==> src/rtl/seg_scan_display_if.sv <==
// Bundles the load/data inputs and the display drive outputs of seg_scan_display.
interface seg_scan_display_if #(
    parameter int DIGITS = 4
);
    logic                  load;
    logic [4*DIGITS-1:0]   bcd_in;
    logic                  neg_in;
    logic                  err_in;
    logic [6:0]            seg;
    logic [DIGITS-1:0]     an;
    logic                  upd_done;
    logic                  pending;

    modport master (
        output load, bcd_in, neg_in, err_in,
        input  seg, an, upd_done, pending
    );

    modport slave (
        input  load, bcd_in, neg_in, err_in,
        output seg, an, upd_done, pending
    );
endinterface

==> src/rtl/seg_scan_display.sv <==
// Multiplexed 7-segment scanner: double-buffered BCD value with frame-aligned
// commit, leading-zero blanking, minus sign placement and an "Err" pattern.
module seg_scan_display #(
    parameter int DIGITS   = 4,
    parameter int SCAN_DIV = 50000,
    parameter int LZ_BLANK = 1
) (
    input  logic              clk,
    input  logic              rst_n,
    seg_scan_display_if.slave bus
);
    localparam int PW = $clog2(SCAN_DIV);
    localparam int IW = $clog2(DIGITS);
    localparam int BW = 4 * DIGITS;

    logic [PW-1:0] pcnt;
    logic [IW-1:0] idx;
    logic          tick;
    logic          frame;
    logic [BW-1:0] sh_bcd, act_bcd;
    logic          sh_neg, sh_err, act_neg, act_err;
    logic          pending_q, upd_q;
    logic [6:0]    seg_d;

    assign tick  = (pcnt == PW'(SCAN_DIV - 1));
    assign frame = tick && (idx == IW'(DIGITS - 1));

    always_ff @(posedge clk or negedge rst_n) begin
        if (!rst_n) begin
            pcnt      <= '0;
            idx       <= '0;
            // NOTE: the data registers are reset too, because reset must blank the display
            // and throw away any value still waiting in the shadow.
            sh_bcd    <= '1;
            sh_neg    <= 1'b0;
            sh_err    <= 1'b0;
            act_bcd   <= '1;
            act_neg   <= 1'b0;
            act_err   <= 1'b0;
            pending_q <= 1'b0;
            upd_q     <= 1'b0;
        end else begin
            pcnt <= tick ? '0 : pcnt + 1'b1;
            if (tick) idx <= (idx == IW'(DIGITS - 1)) ? '0 : idx + 1'b1;

            // Commit uses the shadow as it was before this edge, so a load on the
            // boundary cycle is held back for the following frame.
            upd_q <= frame && pending_q;
            if (frame && pending_q) begin
                act_bcd <= sh_bcd;
                act_neg <= sh_neg;
                act_err <= sh_err;
            end

            if (bus.load) begin
                sh_bcd    <= bus.bcd_in;
                sh_neg    <= bus.neg_in;
                sh_err    <= bus.err_in;
                pending_q <= 1'b1;
            end else if (frame) begin
                pending_q <= 1'b0;
            end
        end
    end

    function automatic logic [6:0] bcd_to_seg(input logic [3:0] code);
        case (code)
            4'd0:    return 7'h40;
            4'd1:    return 7'h79;
            4'd2:    return 7'h24;
            4'd3:    return 7'h30;
            4'd4:    return 7'h19;
            4'd5:    return 7'h12;
            4'd6:    return 7'h02;
            4'd7:    return 7'h78;
            4'd8:    return 7'h00;
            4'd9:    return 7'h10;
            default: return 7'h7F;
        endcase
    endfunction

    always_comb begin
        logic [DIGITS-1:0] blank;
        logic              zero_run;
        logic              show_err;
        int                top;
        int                minus_pos;

        // NOTE: every variable gets a value before any conditional use, so no latch is inferred.
        blank    = '0;
        zero_run = 1'b1;
        top      = -1;
        for (int k = DIGITS - 1; k >= 0; k--) begin
            zero_run = zero_run && (act_bcd[4*k +: 4] == 4'd0);
            blank[k] = (act_bcd[4*k +: 4] > 4'd9) || ((LZ_BLANK == 1) && (k > 0) && zero_run);
            if (!blank[k] && (top < 0)) top = k;
        end
        // The sign goes directly above the most significant visible digit.
        minus_pos = top + 1;
        show_err  = act_err || (act_neg && (minus_pos >= DIGITS));

        seg_d = 7'h7F;
        for (int k = 0; k < DIGITS; k++) begin
            if (IW'(k) == idx) begin
                if (show_err)
                    seg_d = (k == 2) ? 7'h06 : ((k < 2) ? 7'h2F : 7'h7F);
                else if (act_neg && (k == minus_pos))
                    seg_d = 7'h3F;
                else if (blank[k])
                    seg_d = 7'h7F;
                else
                    seg_d = bcd_to_seg(act_bcd[4*k +: 4]);
            end
        end
    end

    assign bus.seg      = seg_d;
    assign bus.an       = ~(DIGITS'(1) << idx);
    assign bus.upd_done = upd_q;
    assign bus.pending  = pending_q;
endmodule

==> src/flat_wrapper.sv <==
// flat-port wrapper written by rule: the top's interface ports become plain ports
module seg_scan_display_flat 
#(
    parameter int DIGITS   = 4,
    parameter int SCAN_DIV = 50000,
    parameter int LZ_BLANK = 1
)
  (clk, rst_n, bus_load, bus_bcd_in, bus_neg_in, bus_err_in, bus_seg, bus_an, bus_upd_done, bus_pending);
  seg_scan_display_if #(.DIGITS(DIGITS)) bus_i ();
  input  logic clk;
  input  logic rst_n;
  input wire logic [$bits(bus_i.load)-1:0] bus_load;
  input wire logic [$bits(bus_i.bcd_in)-1:0] bus_bcd_in;
  input wire logic [$bits(bus_i.neg_in)-1:0] bus_neg_in;
  input wire logic [$bits(bus_i.err_in)-1:0] bus_err_in;
  output wire logic [$bits(bus_i.seg)-1:0] bus_seg;
  output wire logic [$bits(bus_i.an)-1:0] bus_an;
  output wire logic [$bits(bus_i.upd_done)-1:0] bus_upd_done;
  output wire logic [$bits(bus_i.pending)-1:0] bus_pending;
  assign bus_i.load = bus_load;
  assign bus_i.bcd_in = bus_bcd_in;
  assign bus_i.neg_in = bus_neg_in;
  assign bus_i.err_in = bus_err_in;
  assign bus_seg = bus_i.seg;
  assign bus_an = bus_i.an;
  assign bus_upd_done = bus_i.upd_done;
  assign bus_pending = bus_i.pending;
  seg_scan_display #(.DIGITS(DIGITS), .SCAN_DIV(SCAN_DIV), .LZ_BLANK(LZ_BLANK)) u_core (.clk(clk), .rst_n(rst_n), .bus(bus_i));
endmodule
==> config.mk <==
export PLATFORM = sky130hd
export DESIGN_NAME = seg_scan_display_flat
export DESIGN_NICKNAME = d
export VERILOG_FILES = /design/src/rtl/seg_scan_display_if.sv /design/src/rtl/seg_scan_display.sv /design/src/flat_wrapper.sv
export SDC_FILE = /design/constraint.sdc
export NUM_CORES = 1
export LEC_CHECK = 0
export ABC_CLOCK_PERIOD_IN_PS = 3700
export CAP_MARGIN = 10
export CELL_PAD_IN_SITES_DETAIL_PLACEMENT = 0
export CELL_PAD_IN_SITES_GLOBAL_PLACEMENT = 1
export CORE_MARGIN = 3
export CORE_UTILIZATION = 45
export DETAILED_ROUTE_END_ITERATION = 7
export MAX_ROUTING_LAYER = met4
export PLACE_DENSITY_LB_ADDON = 0.25
export SYNTH_ARGS = -nofsm -noshare
export SYNTH_HDL_FRONTEND = slang
export SYNTH_SLANG_ARGS = --single-unit
export TNS_END_PERCENT = 50
==> constraint.sdc <==
create_clock -name clk -period 3.7 [get_ports clk]
set_clock_uncertainty 0.15 [all_clocks]
set_input_delay 0.925 -clock clk [delete_from_list [all_inputs] [get_ports clk]]
set_output_delay 0.925 -clock clk [all_outputs]
set_load 0.01 [all_outputs]
## Yosys cells after proc, flatten, opt, wreduce, memory -nomap -nowiden

Memories as Yosys holds them, arrays and structs flattened.
Cells that the tools add are included.

| word-level totals | value |
|---|---|
| flip-flop bits (word level) | 56 |
| memories kept | 4 |
| bits in latches | 0 |
| logic and storage cells | 84 |
| ROM bits | 448 |
| memory bits (writable) | 0 |

| operators by class | value |
|---|---|
| bitwise gates (word level) | 1 |
| add/subtract/negate cells | 3 |
| multiply operators | 0 |
| multiplexer cells | 24 |
| shift-type cells | 1 |
| reduce and logical (&&, ||, !) cells | 25 |
| magnitude comparators | 8 |
| equality and inequality tests | 8 |
| divide/modulo/power cells | 0 |

Memories:

| memory | depth | width | read ports | clocked after memory_dff | write ports | RTL line | RTL |
|---|---|---|---|---|---|---|---|
| (name not given) | 16 | 7 | 1 | 0 | 0 | seg_scan_display.sv:67 | `case (code)` |
| (name not given) | 16 | 7 | 1 | 0 | 0 | seg_scan_display.sv:67 |  |
| (name not given) | 16 | 7 | 1 | 0 | 0 | seg_scan_display.sv:67 |  |
| (name not given) | 16 | 7 | 1 | 0 | 0 | seg_scan_display.sv:67 |  |

Operator list:

| cell | number |
|---|---|
| 32-bit two-way mux | 4 |
| 7-bit two-way mux | 16 |
| 32-bit by 1-bit less-than comparator with 1-bit output (second input constant) | 3 |
| 3-bit by 32-bit equality test with 1-bit output (first input constant) | 2 |
| 32-bit by 2-bit adder with 32-bit output (second input constant) | 1 |
| 2-bit by 32-bit equality test with 1-bit output (first input constant) | 1 |
| 32-bit by 4-bit >= comparator with 1-bit output (second input constant) | 1 |
| 32-bit zero test | 1 |
| 16-bit by 1-bit adder with 16-bit output (second input constant) | 1 |
| 16-bit equality test (second input constant) | 1 |
| 4-bit > comparator (second input constant) | 4 |
| 16-bit two-way mux | 1 |
| 1-bit logical AND | 12 |
| 4-bit zero test | 3 |
| 2-bit equality test (first input constant) | 2 |
| 1-bit logical OR | 4 |
| 4-bit inverter | 1 |
| 1-bit by 2-bit left shift with 4-bit output (first input constant) | 1 |
| 1-bit zero test | 3 |
| 2-bit by 1-bit adder with 2-bit output (second input constant) | 1 |
| 1-bit by 2-bit equality test with 1-bit output (first input constant) | 1 |
| 2-bit equality test (second input constant) | 1 |
| 2-bit zero test | 1 |
| 1-bit two-way mux | 2 |
| 2 further kinds | 2 |

## Depth between registers and ports, before layout

| logic depth | value |
|---|---|
| depth in word-level cells | 21 |
| depth in mapped cells | 12 |
| depth with buffers taken out | 12 |

## Worst setup path before layout

Ideal clock, no wire load.

| timing path | value |
|---|---|
| path kind | flip-flop to output port |
| from | register u_core.act_bcd[4] |
| to | output port bus_seg[6] |
| slack | 0.392 ns |
| cell stages (with the launch flop) | 13 |
| arrival time | 2.233 ns |
| data required time | 2.625 ns |
| cell sequence | dfstp_2 -> inv_1 -> ha_1 -> o21bai_1 -> mux2i_1 -> o22ai_1 -> nand2_1 -> nor2_1 -> inv_1 -> ha_1 -> nand3b_1 -> o32ai_1 -> a31oi_1 |

| between the ends | value |
|---|---|
| word-level cells in the longest chain between the ends | 18 |
| elaborated cells between the ends (all ways) | 36 |

RTL lines:

| what | RTL line | RTL |
|---|---|---|
| from (decl) | seg_scan_display.sv:20 | `logic [BW-1:0] sh_bcd, act_bcd;` |
| from (signal assigned) | seg_scan_display.sv:37 | `act_bcd <= '1;` |
| from (signal assigned) | seg_scan_display.sv:50 | `act_bcd <= sh_bcd;` |
| parallel branches: the longest is 17 deep, another holds 32-bit by 1-bit less-than comparator with 1-bit output | - |  |
| 7-bit two-way mux (*) | seg_scan_display.sv:104 | `if (IW'(k) == idx) begin` |
| to (decl) | flat_wrapper.sv:16 | `output wire logic [$bits(bus_i.seg)-1:0] bus_seg;` |

Mark *: on every way between the ends.

## Worst setup path after layout

| timing path | value |
|---|---|
| from | register u_core.act_bcd[5] |
| to | output port bus_seg[6] |

Same word-level chain as after synthesis.

==> summary.txt <==
Clocking
  – CTS tree: built
  – Clock slew at reported path FFs: 100 ps
  – Clock buffer depth: 2
  – TritonCTS buffer count: 5
  – CTS Sinks: 56
  – Worst skew pair latency: 300 ps
  – # H-tree levels: 2
  – Hold buffers post-CTS: 0
  – CTS root buffer: clkbuf_8

Critical path
  – Reg-to-Reg End: u_core.act_bcd[1]
  – Crit path DAT: 2740 ps
  – Worst setup path class: reg -> out
  – Worst-case reg-to-reg path depth: 5
  – CP max stage cell: dfstp_2
  – CP max stage delay: 570 ps
  – CP Max Fanout: 4
  – R2r setup slk: 1490 ps
  – Crit start category: register
  – Req. time, crit path: 2620 ps
  – Worst r2r src: u_core.pcnt[4]
  – Worst Setup End Kind: output pin
  – CP Cell Sequence: inv_4 -> buf_4 -> ha_2 -> nor2b_4 -> mux2i_1 -> o22ai_2 -> nand2_2 -> nor2_2 -> ha_1 -> nand3b_1 -> o32ai_2 -> a31oi_1 -> buf_2

Synth
  – Post-synthesis sequential area ratio: 39.7%
  – Synth warn: 0
  – Synth Register Bits: 56
  – Ys async rst share: 100%
  – Share of Yosys cell area claimed by the top area cell type: 23.2%
  – Synth area leader: dfstp_2
  – Post-synthesis cell type count: 63
  – Cell Area, Synth: 3630 sq um
  – Mean post-synth cell area: 9.43 sq um
  – Number of enable flip-flop cells after synthesis: 0
  – Post-Syn Instances: 385
  – Synth Flop Type: dfstp_2
  – Most numerous cell in the Yosys netlist: nand2_1
  – Syn_nets: 431
  – Post-synth top cells: nand2_1, dfstp_2, nor2_1
  – Top cells by area in the synthesized netlist: dfstp_2, dfrtp_1, ha_1, nand2_1, mux2_2

Power and ir drop
  – Pwr Density: 242 nW/um^2
  – Max IR drop VDD: 0.000226 V
  – LEAKAGE: 1.93 nW

Floorplanning
  – Initial Utilization: 46.7%
  – I/O pins: 34
  – DIE AREA: 9180 sq um
  – Site row count: 32
  – Die W: 95.8 um
  – Die Span Y: 95.8 um
  – Core area: 7770 sq um

Drt
  – Via count: 2901
  – Average wire per standard cell: 14.5 um
  – Final WL: 8.08 mm
  – DRC: 0
  – Routed Antenna Nets: 0
  – Drt via density: 5.22
  – Drt pass-1 iters: 4
  – Initial DRC Count: 148

Run status
  – Outcome: complete, but fails checks
  – Failing checks: negative setup slack

Placement
  – HPWL after detailed placement: 6.08 mm
  – Routability Congestion: 0.915
  – DP Cell Count: 540
  – IO Port Bufs: 33

STA
  – Fmax: 262 MHz
  – RSZ-0062 raised after global routing: yes
  – Final Slew Violations: 0
  – Final worst setup slack: -111 ps
  – Post-route clock period utilization: 103%
  – Final setup fails: 1
  – Fin crit period: 3810 ps
  – Slew @ Worst Pin: 917 ps
  – WHS: 308 ps
  – Max-slew headroom at the worst pin: 38.8%
  – Final hold viol count: 0

Worst hold path
  – Hold_sp: u_core.sh_bcd[14]
  – Hold path cells: 2
  – Hold endpoint: u_core.act_bcd[14]
  – Hold WC Path Type: reg -> reg

Global route
  – GR Overflow Total: 0
  – First-pass GRT wire length: 13.2 mm
  – Via count of the first global-routing pass: 2701
  – Largest net degree at the start of global routing: 43
  – Initial antenna violation count: 0
  – Gr usage total: 18.8%

Layout
  – Footprint of the multi-input gates: 2120 sq um
  – Antenna Cells: 0
  – Share of layout cells above drive strength 1: 35.5%
  – Layout Nets: 499
  – Post-layout util: 58.2%
  – Final Non-Filler Cells: 556
  – Filler cells: 703
  – Area Growth Syn to Fin: 24.6%
  – Storage element area: 1440 sq um

Flow run
  – Max Cap Violations: 0
[worst max-delay path: cells and delay by family, from the launching register on]
family / cells / cell delay [ps]
AOI/OAI and AO/OA: 3 / 500
and+or+nand+nor: 4 / 350
DFF: 1 / 570
adders and majority gates: 2 / 430
buffers and inverters: 3 / 340
muxes: 1 / 240
[cell usage in the layout (no fill, tap or decap), drive strengths merged, types with 4 or more instances in the layout]
cell type      count
or2                4
o21bai             4
nor2              28
and3               4
buf               47
clkbuf            10
ha                25
nand3              7
dfrtp             24
clkdlybuf4s50     25
inv               21
dfstp             32
a32oi              5
o21ai             28
nand2             65
xor2               9
xnor2              4
mux2              19
a21oi             23
nand4              9
o221ai             4
nand2b             7
[flip-flops by register name, indices dropped and copies added, names as in the netlist]
register             cells
u_core.act_bcd          16
u_core.pcnt             16
u_core.sh_bcd           16
u_core.idx               2
u_core.act_err           1
u_core.act_neg           1
u_core.bus.pending       1
u_core.bus.upd_done      1
u_core.sh_err            1
u_core.sh_neg            1
[worst max path at each step]
stage	startpoint	slack (ps)	cells past startpoint	endpoint
finish	u_core.act_bcd[5]	-110	13	bus_seg[6]
global route	u_core.act_bcd[5]	-250	13	bus_seg[6]
CTS	u_core.act_bcd[5]	-210	13	bus_seg[6]
detailed placement	u_core.act_bcd[5]	-160	13	bus_seg[6]
global placement	u_core.act_bcd[5]	-120	13	bus_seg[6]
floorplan	u_core.act_bcd[4]	390	12	bus_seg[6]
[final cells by class]
cell class              instances  share of cell area, %
well taps                     102                   2.82
flip-flops and latches         56                   31.9
clock buffers                   7                   2.16
multi-input cells             291                   46.8
inverters                      21                   1.80
clock inverters                 1                  0.194
repair buffers                 78                   14.4
[routing by layer]
| layer | track usage [%] | vias to the layer above | share of wire, % |
|---|---|---|---|
| met5 | - | - | 0 |
| met4 | 3.20 | 0 | 0.84 |
| met3 | 2.27 | 8 | 3.2 |
| met2 | 27.3 | 49 | 45 |
| met1 | 28.5 | 1372 | 51 |
| li1 | - | 1472 | - |
[logic make-up (layout without fill, tap and decap cells)]
| logic type | Yosys count | after routing | synth area share (%) |
|---|---|---|---|
| AND/OR/NAND/NOR | 148 | 148 | 21.0 |
| AO/OA/AOI/OAI | 84 | 84 | 15.5 |
| flip-flops | 56 | 56 | 39.7 |
| buffers and inverters | 38 | 107 | 5.58 |
| adder cells (fa/ha/maj) | 25 | 25 | 8.62 |
| multiplexers | 21 | 21 | 6.45 |
| XOR/XNOR | 13 | 13 | 3.14 |
[power breakdown]
| part | internal (W) | switching, W | total (W) |
|---|---|---|---|
| logic | 0.0000370 | 0.0000226 | 0.0000595 |
| clock network | 0.000178 | 0.000200 | 0.000378 |
| registers | 0.000646 | 0.0000105 | 0.000656 |
[what timing repair did]
| action | in CTS | in global routing |
|---|---|---|
| endpoints found under the setup margin | 7 | 7 |
| setup buffers | 1 | 7 |
| resized for setup | 12 | 40 |
| pin swaps | 2 | 12 |
[through the flow]
step	cell area (sq um)	setup TNS [ps]	power (W)	setup WS, ps
after CTS	4370	-500	0.00111	-210
final	4520	-111	0.00109	-111
after global routing	4520	-252	0.00114	-252
after detailed placement	4240	-175	0.000729	-165
after global placement	4240	-130	0.000725	-125
after floorplan	3630	0	0.000688	392
Power figures use the tool's default switching activity.
